**config.mk**
```make
export PLATFORM = sky130hd
export DESIGN_NAME = fetch_controller
export DESIGN_NICKNAME = d
export VERILOG_FILES = /design/src/rtl/fetch_controller_pkg.sv /design/src/rtl/fetch_controller_perf_counter.sv /design/src/rtl/fetch_controller.sv
export SDC_FILE = /design/constraint.sdc
export NUM_CORES = 1
export LEC_CHECK = 0
export CAP_MARGIN = 30
export CORE_MARGIN = 1
export CORE_UTILIZATION = 28
export CTS_CLUSTER_SIZE = 10
export DETAILED_ROUTE_END_ITERATION = 8
export GPL_TIMING_DRIVEN = 1
export PLACE_DENSITY = 0.75
export SKIP_CTS_REPAIR_TIMING = 1
export SLEW_MARGIN = 20
export SYNTH_ARGS = -nofsm -noshare
export SYNTH_HDL_FRONTEND = slang
export SYNTH_SLANG_ARGS = --single-unit
```
**constraint.sdc**
```tcl
create_clock -name clk -period 2.1 [get_ports clk]
set_input_delay 0.42 -clock clk [delete_from_list [all_inputs] [get_ports clk]]
set_output_delay 0.42 -clock clk [all_outputs]
set_load 0.02 [all_outputs]
```
**src/rtl/fetch_controller_pkg.sv**
```systemverilog
// Shared types for the fetch controller slice.
// State encoding and the NOP word loaded by flushed pipeline registers.
package fetch_ctrl_pkg;

    typedef enum logic [1:0] {
        BOOT,
        RUN,
        WAIT_BR,
        HALTED
    } fetch_state_t;

    localparam logic [31:0] NOP_INSN = 32'hD503201F;

endpackage

```
**src/rtl/fetch_controller_perf_counter.sv**
```systemverilog
// Free-running event counter that wraps modulo 2^CNT_W.
// Used for branch statistics inside the fetch controller.
module perf_counter #(
    parameter int CNT_W = 16
) (
    input  logic             clk,
    input  logic             rst,
    input  logic             inc,
    output logic [CNT_W-1:0] count
);

    always_ff @(posedge clk or posedge rst) begin
        if (rst) begin
            count <= '0;
        end else if (inc) begin
            count <= count + CNT_W'(1);
        end
    end

endmodule

```
**src/rtl/fetch_controller.sv**
```systemverilog
// PC / IF-ID sequencing: advance, stall, freeze on branch until EX resolves.
// Also keeps branch statistics and a resolution watchdog.
module fetch_controller
    import fetch_ctrl_pkg::*;
#(
    parameter int                ADDR_W     = 64,
    parameter logic [ADDR_W-1:0] RESET_PC   = '0,
    parameter int                BR_TIMEOUT = 4,
    parameter int                CNT_W      = 16
) (
    input  logic              clk,
    input  logic              rst,
    input  logic              id_is_branch,
    input  logic              hazard_stall,
    input  logic              halt_req,
    input  logic              ex_br_valid,
    input  logic              ex_br_taken,
    input  logic [ADDR_W-1:0] ex_br_target,
    input  logic [ADDR_W-1:0] pc_plus4,
    output logic              pc_write_en,
    output logic [ADDR_W-1:0] next_pc,
    output logic              ifid_write_en,
    output logic              ifid_flush,
    output logic              idex_bubble,
    output logic              halted,
    output logic              br_timeout_err,
    output logic [CNT_W-1:0]  br_count,
    output logic [CNT_W-1:0]  br_taken_count
);

    localparam int WCW = $clog2(BR_TIMEOUT + 1);

    fetch_state_t   state;
    fetch_state_t   stateNext;
    logic [WCW-1:0] waitCnt;
    logic [WCW-1:0] waitNext;
    logic           errSet;
    logic           incBr;
    logic           incTaken;

    always_ff @(posedge clk or posedge rst) begin
        if (rst) begin
            state          <= BOOT;
            waitCnt        <= '0;
            br_timeout_err <= 1'b0;
        end else begin
            state   <= stateNext;
            waitCnt <= waitNext;
            if (errSet) begin
                br_timeout_err <= 1'b1;
            end
        end
    end

    always_comb begin
        stateNext     = state;
        waitNext      = waitCnt;
        errSet        = 1'b0;
        incBr         = 1'b0;
        incTaken      = 1'b0;
        pc_write_en   = 1'b0;
        next_pc       = pc_plus4;
        ifid_write_en = 1'b0;
        ifid_flush    = 1'b0;
        idex_bubble   = 1'b0;
        halted        = 1'b0;
        unique case (state)
            BOOT: begin
                pc_write_en = 1'b1;
                next_pc     = RESET_PC;
                ifid_flush  = 1'b1;
                idex_bubble = 1'b1;
                stateNext   = RUN;
            end
            RUN: begin
                if (halt_req) begin
                    ifid_flush = 1'b1;
                    stateNext  = HALTED;
                end else if (hazard_stall) begin
                    idex_bubble = 1'b1;
                end else if (id_is_branch) begin
                    ifid_flush = 1'b1;
                    waitNext   = WCW'(BR_TIMEOUT);
                    stateNext  = WAIT_BR;
                end else begin
                    pc_write_en   = 1'b1;
                    ifid_write_en = 1'b1;
                end
            end
            WAIT_BR: begin
                ifid_flush = 1'b1;
                if (ex_br_valid && ex_br_taken) begin
                    pc_write_en = 1'b1;
                    next_pc     = ex_br_target;
                    incBr       = 1'b1;
                    incTaken    = 1'b1;
                    stateNext   = RUN;
                end else if (ex_br_valid || waitCnt == WCW'(1)) begin
                    // Watchdog expiry falls through as an uncounted not-taken.
                    pc_write_en   = 1'b1;
                    ifid_write_en = 1'b1;
                    ifid_flush    = 1'b0;
                    incBr         = ex_br_valid;
                    errSet        = !ex_br_valid;
                    stateNext     = RUN;
                end else begin
                    waitNext = waitCnt - WCW'(1);
                end
            end
            HALTED: begin
                ifid_flush = 1'b1;
                halted     = 1'b1;
            end
            default: begin
                stateNext = BOOT;
            end
        endcase
    end

    perf_counter #(.CNT_W(CNT_W)) uBrCnt (
        .clk   (clk),
        .rst   (rst),
        .inc   (incBr),
        .count (br_count)
    );

    perf_counter #(.CNT_W(CNT_W)) uTakenCnt (
        .clk   (clk),
        .rst   (rst),
        .inc   (incTaken),
        .count (br_taken_count)
    );

endmodule

```
==> impl_metrics.ini <==
[status]
status = finished with violations
violations = setup timing

[routing]
drt_iter0_markers = 127
drtPass1Iterations = 4
vias = 3185
drc = 0
drt.antenna.violating_nets = 0
vias_per_cell = 5.01
wire_per_inst_microns = 19.3
wl_mm = 12.2

[worst_setup_path]
cpMaxStageDelayCell = dfrtp_1
path_cells = inv_2, ha_4, and3_4, a21oi_4, buf_4, clkbuf_16, a22o_4, clkbuf_2
worstPathRequired_ns = 1.68
crit_fanout = 8
arrival_ns = 1.89
setup.worst_path.start_class = flip-flop
slowest_delay_ns = 0.39
endpoint_kind = primary output
critPathKind = reg -> out

[synth]
ys_types = 32
synth-seq-area-share_pct = 37.3
async_flop_share_pct = 100
syn_area_sq_mm = 0.00255
synth_area_per_cell_sq_um = 10.0
syn_nets = 398
synth_edf_count = 0
synth_cells = 254
ys.flop_type = dfrtp_1
yosysWarnings = 0
ys_ff_latch = 38

[layout]
final_nets = 670
area_growth_pct = 121
drive_gt1_share_pct = 26.9
mostFrequentLayoutCells = clkdlybuf4s50_1 (168), a22o_1 (58), buf_4 (53)
utilization_pct = 64.5
postLayoutCellArea_sq_mm = 0.00565
fin_cells = 636
final_common_cell = clkdlybuf4s50_1

[pwr]
leakagePower_nw = 2.68
peakVddDrop_v = 0.000424
power.density_mw_per_mm2 = 886
total_power_mw = 5.01

[timing]
min_period_ns = 2.31
hold_viol_final = 0
rsz0062_at_grt = true
max_freq_ghz = 0.434
worstMarginPinSlew_ns = 0.485
final.setup.tns_ns = -9.14
slew_headroom_pct = 67.7
maxSlewViolCount = 0
finalCritPeriodShare_pct = 110
fin_ws_ns = -0.206
setup_viol = 67
finalHoldWorstSlack_ns = 0.466
final.setup_skew_ns = 0.00720

[floorplan]
core_area_sq_mm = 0.00876
num_rows = 34
die_h_microns = 97.5
die-area_sq_mm = 0.00950
start_util_pct = 29.1
die_w_microns = 97.5
ios = 237

[cts]
numCtsBuffers = 5
htree_levels = 2
cts_tree = yes
clkLatencyLatePin_ns = 0.29
cts_sinks = 38
cts-root-buf = clkbuf_8
clkSlewWorstSetupHoldPaths_ns = 0.07
ctsLongestPathBuffers = 2

[global_routing]
grtUsageTotal_pct = 23.9
antenna_found_initial = 2
grt_pass1_vias = 3250
grt_max_degree = 39
grt.overflow.total = 0
grt_pass1_wl_mm = 17.5

[placed_design]
pre_cts_slack_ns = -0.627
placedInstanceArea_sq_mm = 0.00531
dpl.cell_count = 618
place_congestion = 0.907
port_buffers = 236
dpl.hpwl_mm = 9.82

[run]
drv_cap = 0

[hold_path]
min_path_type = reg -> reg
## Yosys cell counts, types with 5 or more instances
cell type  count  area, sq um
a22o_1        64          561
dfrtp_1       38          951
xnor2_1       21          184
nor2_1        13         48.8
nand3_1       11         55.1
nand4_1       10         62.6
ha_1           9          113
nand2_1        9         33.8
xor2_1         9         78.8
inv_1          8         30.0
buf_2          7         35.0
buf_6          6         67.6
nor2b_1        6         37.5
nor3_1         6         30.0
a21o_1         5         37.5
## worst max-delay path: cells and delay by family, from the launching register on
family,cells,cell delay [ns]
buffers and inverters,4,0.54
flip-flops,1,0.39
AO/OA/AOI/OAI,2,0.27
AND/OR/NAND/NOR,1,0.23
adder cells (fa/ha/maj),1,0.16
## flip-flops by register name, summed over array words and instances, names as in the netlist
| register | cells |
|---|---|
| waitCnt | 3 |
| state | 2 |
| uTakenCnt.count | 16 |
| uBrCnt.count | 16 |
| br_timeout_err | 1 |
## routing by layer
metal | share of wire (%) | vias up | GRT usage [%]
met5 | 0.11 | - | 0
met4 | 3.3 | 2 | 7.01
met3 | 6.8 | 26 | 6.55
met2 | 52 | 138 | 43.0
met1 | 37 | 1523 | 27.4
li1 | - | 1496 | -
## where the power goes
part	internal [mW]	total (mW)	leakage, nW	switching [mW]
logic	1.76	3.31	2.10	1.55
registers	0.825	0.930	0.505	0.105
clock network	0.507	0.761	0.0714	0.255
total	3.09	5.01	2.68	1.91
## final timing paths
path	start	to	slack (ns)	cells past startpoint
setup / recovery	state[0]$_DFFE_PP0P_	next_pc[18]	-0.21	8
hold / removal	br_timeout_err$_DFFE_PP0P_	br_timeout_err$_DFFE_PP0P_	0.47	1
setup reg to reg	state[0]$_DFFE_PP0P_	uTakenCnt.count[14]$_DFFE_PP0P_	0.15	9
hold reg to reg	br_timeout_err$_DFFE_PP0P_	br_timeout_err$_DFFE_PP0P_	0.47	1
max in group asynchronous	rst	uTakenCnt.count[3]$_DFFE_PP0P_	1.19	3
min in group asynchronous	rst	br_timeout_err$_DFFE_PP0P_	0.57	3
## layout make-up
| class | count | area [sq um] |
|---|---|---|
| clock inverters | 2 | 60.1 |
| well taps | 108 | 135 |
| multi-input cells | 192 | 1580 |
| diodes | 1 | 2.50 |
| fillers | 713 | 3110 |
| repair buffers | 281 | 2810 |
| clock buffers | 6 | 82.6 |
| flip-flops and latches | 38 | 951 |
| inverters | 8 | 32.5 |
## cell families after synthesis
group	Yosys count	synth area share (%)
xor+xnor	30	10.3
fa+ha+maj	9	4.41
flops	38	37.3
simple gates	72	15.4
compound gates	79	26.2
mux	2	0.833
buf+inv	24	5.64
(Power assumes the default switching activity.)
==> edit 1: new RTL, same flow settings <==
The 4 states of `fetch_state_t` get a one-hot encoding in 4 bits.
--- a/src/rtl/fetch_controller_pkg.sv
+++ b/src/rtl/fetch_controller_pkg.sv
@@ -4,7 +4,7 @@
 
-    typedef enum logic [1:0] {
-        BOOT,
-        RUN,
-        WAIT_BR,
-        HALTED
+    typedef enum logic [3:0] {
+        BOOT    = 4'b0001,
+        RUN     = 4'b0010,
+        WAIT_BR = 4'b0100,
+        HALTED  = 4'b1000
     } fetch_state_t;
Check against the original RTL: no difference found for any inputs over 4 cycles, from zero or initial values and one cycle with rst high; so few cycles prove little.
==> edit 1 against the unedited design <==
- the run still ends with setup timing left
- sequential share of layout area fell by 0.70 points
- sequential cell count grew 2
- highest routed layer is now met4
- setup slack got worse by 330 ps
- design area grew 10%
- hold slack worse by 41 ps
- largest power group unchanged
- power up 11%
- wire length up 12%
- synthesized area is 2.4% higher
- critical endpoint is now next_pc[62]
- global-route usage up 2.7 points
- count of clock-buffer cells in the layout unchanged
- core utilization increased by 5.4 points
- die area up 2.3%
- final cell count rose by 2.0%
==> edit 1: results <==
metrics = {
    "outcome": {
        "status": "finished with violations",
        "violations": "setup timing",
    },
    "finish": {
        "layout-drive-gt1-share_pct": 35.4,
        "reg_top3": "uBrCnt.count (16), uTakenCnt.count (16), state (4)",
        "regArea_sq_um": 1000,
        "fin_nets": 675,
    },
    "sta": {
        "final.setup.worst_slack_ps": -537,
        "relSlewSlack_pct": 70.0,
        "fin_skew_ps": 5.04,
        "finalSetupViolations": 69,
    },
    "route": {
        "dr.first_iter.drc_count": 114,
        "wl_met1_um": 5200,
        "via_per_inst": 5.12,
        "wl_um": 13700,
        "wl_met3_um": 916,
        "route.met2.wl_um": 7330,
    },
    "critical_path": {
        "cpPeakStageDelay_ps": 580,
        "cp_top_family": "simple AND/OR/NAND/NOR gates",
        "cp.arrival_ps": 2220,
        "slowest_stage": "or4b_4",
        "worstPathMaxFanout": 6,
    },
    "yosys": {
        "ys_types": 41,
        "ys_top_cells_by_count": "a22o_1, dfrtp_1, xnor2_1, nor2_1, nand3_1",
        "synthCells": 260,
        "yosys-top-cells-area": "dfrtp_1, a22o_1, xnor2_1, xor2_1, nand3_1",
    },
    "placement": {
        "dp_cells": 622,
        "post-place-ws_ps": -652,
        "gp_congestion": 0.924,
        "dpl_cell_area_sq_um": 5830,
        "dp_hpwl_um": 10900,
    },
    "power_and_ir_drop": {
        "power.leakage_nw": 2.95,
        "vdd_drop_max_v": 0.000723,
    },
    "global_route": {
        "track_usage_pct": 26.5,
        "antenna_found_initial": 4,
    },
}
## edit 1: changes by cell type after synthesis, moves of 3 or more
| cell | change |
|---|---|
| ha_1 | -5 |
| buf_6 | -5 |
| a21o_1 | -4 |
| a21oi_1 | -3 |
| and4_1 | +3 |
| buf_4 | +3 |
| nor3_1 | -4 |
| nor2_1 | +4 |
| buf_2 | +5 |
## edit 1: per-layer routing
metal  global-route usage [%]  vias to the layer above
met5                        0                        -
met4                     7.12                        0
met3                     6.81                       16
met2                     48.0                      149
met1                     31.1                     1623
li1                         -                     1532
## edit 1: report_power, final
part | switching [mW] | internal [mW]
Sequential | 0.0573 | 0.847
Combinational | 1.89 | 2.12
Clock | 0.266 | 0.353
## edit 1: kinds of logic (layout without fill, tap and decap cells)
group,count (synthesis),in the layout,share of synthesized area [%]
flops,40,40,38.4
xor+xnor,31,31,10.4
simple gates,75,75,16.2
buf+inv,27,304,5.17
compound gates,79,79,26.2
fa+ha+maj,4,4,1.92
other cells,0,4,0
mux,4,4,1.82
## edit 1: layout make-up
cell class	count	share of cell area (%)
Clock inverter	2	0.564
Timing Repair Buffer	289	47.2
Tap cell	108	2.17
Inverter	7	0.423
Clock buffer	6	1.17
Multi-Input combinational cell	193	32.2
Sequential cell	40	16.1
Antenna cell	4	0.161
## edit 1: worst paths after layout
path	slack, ps	to	cells past startpoint
worst min-delay path	430	uBrCnt.count[13]$_DFFE_PP0P_	2
worst min register to register	460	br_timeout_err$_DFFE_PP0P_	1
worst max register to register	-50	waitCnt[1]$_DFFE_PP0P_	6
worst max-delay path	-540	next_pc[62]	6
max in group asynchronous	1030	state[0]$_DFFE_PP1P_	3
min in group clk	460	br_timeout_err$_DFFE_PP0P_	1
==> edit 2: new RTL, same flow settings <==
Without the edit above. `CNT_W` is set to 16 in 2 places; all go to 32.
--- a/src/rtl/fetch_controller_perf_counter.sv
+++ b/src/rtl/fetch_controller_perf_counter.sv
@@ -3,3 +3,3 @@
 module perf_counter #(
-    parameter int CNT_W = 16
+    parameter int CNT_W = 32
 ) (
--- a/src/rtl/fetch_controller.sv
+++ b/src/rtl/fetch_controller.sv
@@ -8,3 +8,3 @@
     parameter int                BR_TIMEOUT = 4,
-    parameter int                CNT_W      = 16
+    parameter int                CNT_W      = 32
 ) (
Ports: changed (resized br_count and br_taken_count); port bits go from 237 to 269. The function was not compared with the original's and may differ.
==> edit 2 against the unedited design <==
- the run still ends with setup timing left
- design area grew 41%
- sequential share of layout area rose by 5.1 points
- setup slack worse by 38 ps
- die area up 60%
- sequential cell count increased by 32
- power rose by 35%
- wire length rose by 40%
- final cell count up 42%
- global-route usage shrank 3.3 points
- synthesized area up 61%
- critical endpoint is now next_pc[39]
==> edit 2: results <==
metrics = {
    "yosys": {
        "synth_fp_nets": 542,
        "yosysWarningCount": 0,
        "async_flop_share_pct": 100,
        "ys_types": 47,
        "yosys-top-cells-area": "dfrtp_1, a22o_1, xnor2_1, nand3_1, nand4_1",
        "ys_top_cells_by_count": "dfrtp_1, a22o_1, xnor2_1, nand2_1, nand3_1",
        "yosysSeqAreaShare_pct": 42.6,
    },
    "clocking": {
        "path_clk_slew_ps": 60,
        "htree_levels": 3,
        "cts_made_buffers": 9,
        "cts.path.max_buffers": 2,
        "clockRootBuffer": "clkbuf_16",
        "clk_latency_ps": 330,
    },
    "finish": {
        "n_antenna_cell": 0,
        "fin_nets": 862,
        "reg_top3": "uBrCnt.count (32), uTakenCnt.count (32), waitCnt (3)",
        "layout-drive-gt1-share_pct": 25.4,
        "fill_cells": 1201,
    },
    "global_route": {
        "antenna_found_initial": 0,
        "grt_pass1_vias": 4476,
        "grt_pass1_wl_um": 23700,
        "grt_start_max_net_pins": 71,
        "track_usage_pct": 20.5,
    },
    "sta": {
        "finalSetupViolations": 68,
        "fin_skew_ps": 8.35,
        "tightest_slew_ps": 369,
        "final.setup.worst_slack_ps": -244,
    },
    "power_and_ir_drop": {
        "vdd_drop_max_v": 0.000424,
        "power.leakage_nw": 3.66,
    },
    "outcome": {
        "violations": "setup timing",
        "status": "finished with violations",
    },
    "critical_path": {
        "worstPathMaxFanout": 8,
        "cp.arrival_ps": 1920,
    },
    "min_path": {
        "hold_path.class": "reg2reg",
    },
    "route": {
        "wl_um": 17100,
        "dr.first_iter.drc_count": 211,
        "dr.pass1.iters": 4,
        "via_per_inst": 5.10,
    },
    "placement": {
        "gp_congestion": 0.869,
        "io_buffers": 268,
        "dp_hpwl_um": 12500,
    },
}
## edit 2: cell types whose count changed after synthesis, moves of 5 or more
cell / delta
nor4_1: +5
xnor2_1: +29
o21ai_0: +6
buf_6: -6
clkbuf_1: +8
a22o_1: -5
mux2i_1: +5
nand3_1: +15
nand4_1: +9
nand2_1: +20
dfrtp_1: +32
## edit 2: final timing paths
kind,slack (ps),cells after the start,to,start
max,-240,8,next_pc[39],state[1]$_DFFE_PP0P_
min,470,1,uBrCnt.count[31]$_DFFE_PP0P_,uBrCnt.count[31]$_DFFE_PP0P_
max reg2reg,-30,9,uTakenCnt.count[6]$_DFFE_PP0P_,state[0]$_DFFE_PP0P_
min reg2reg,470,1,uBrCnt.count[31]$_DFFE_PP0P_,uBrCnt.count[31]$_DFFE_PP0P_
max in group asynchronous,1240,3,state[1]$_DFFE_PP0P_,rst
min in group asynchronous,550,3,uTakenCnt.count[16]$_DFFE_PP0P_,rst
## edit 2: per-layer routing
metal	vias up	GRT usage, %	part of all wire [%]
met1	2280	24.5	38
met4	0	7.15	1.8
met5	-	0	0
met3	25	3.64	5.9
met2	182	36.7	54
li1	2116	-	-
## edit 2: kinds of logic after synthesis
group,share of synthesized area (%)
buffers and inverters,2.95
and+or+nand+nor,20.2
adders and majority gates,2.74
muxes,1.73
AOI/OAI and AO/OA,16.7
xor gates and xnor gates,13.2
DFF,42.6
## edit 2: power by group
group / internal (mW) / switching [mW]
registers: 1.45 / 0.117
clock network: 1.04 / 0.576
logic: 1.89 / 1.72
## edit 2: cell type report
| class | count | area, sq um | area share (%) |
|---|---|---|---|
| Clock buffer | 10 | 229 | 2.86 |
| Clock inverter | 6 | 86.3 | 1.08 |
| Inverter | 14 | 61.3 | 0.767 |
| Multi-Input combinational cell | 298 | 2400 | 30.1 |
| Sequential cell | 70 | 1750 | 21.9 |
| Tap cell | 180 | 225 | 2.82 |
| Timing Repair Buffer | 325 | 3240 | 40.5 |
## edit 2: critical path, stage by stage, from the launching register on
cell and delay, ps:
dfrtp_2 440, ha_4 190, inv_6 70, nor2_4 50, a21oi_4 250, buf_6 160, clkbuf_16 150, a22o_1 150
buf_6 120
## edit 2: metrics by stage
stage	cell area (sq um)	worst slack (ps)	hold slack [ps]	instances	setup TNS [ps]
finish	8000	-244	467	903	-12550
global route	8000	-327	493	903	-17790
CTS	7720	-764	475	887	-46240
detailed placement	7400	-613	468	871	-43100
global placement	7400	-583	463	871	-42310
floorplan	4220	11.3	477	398	0
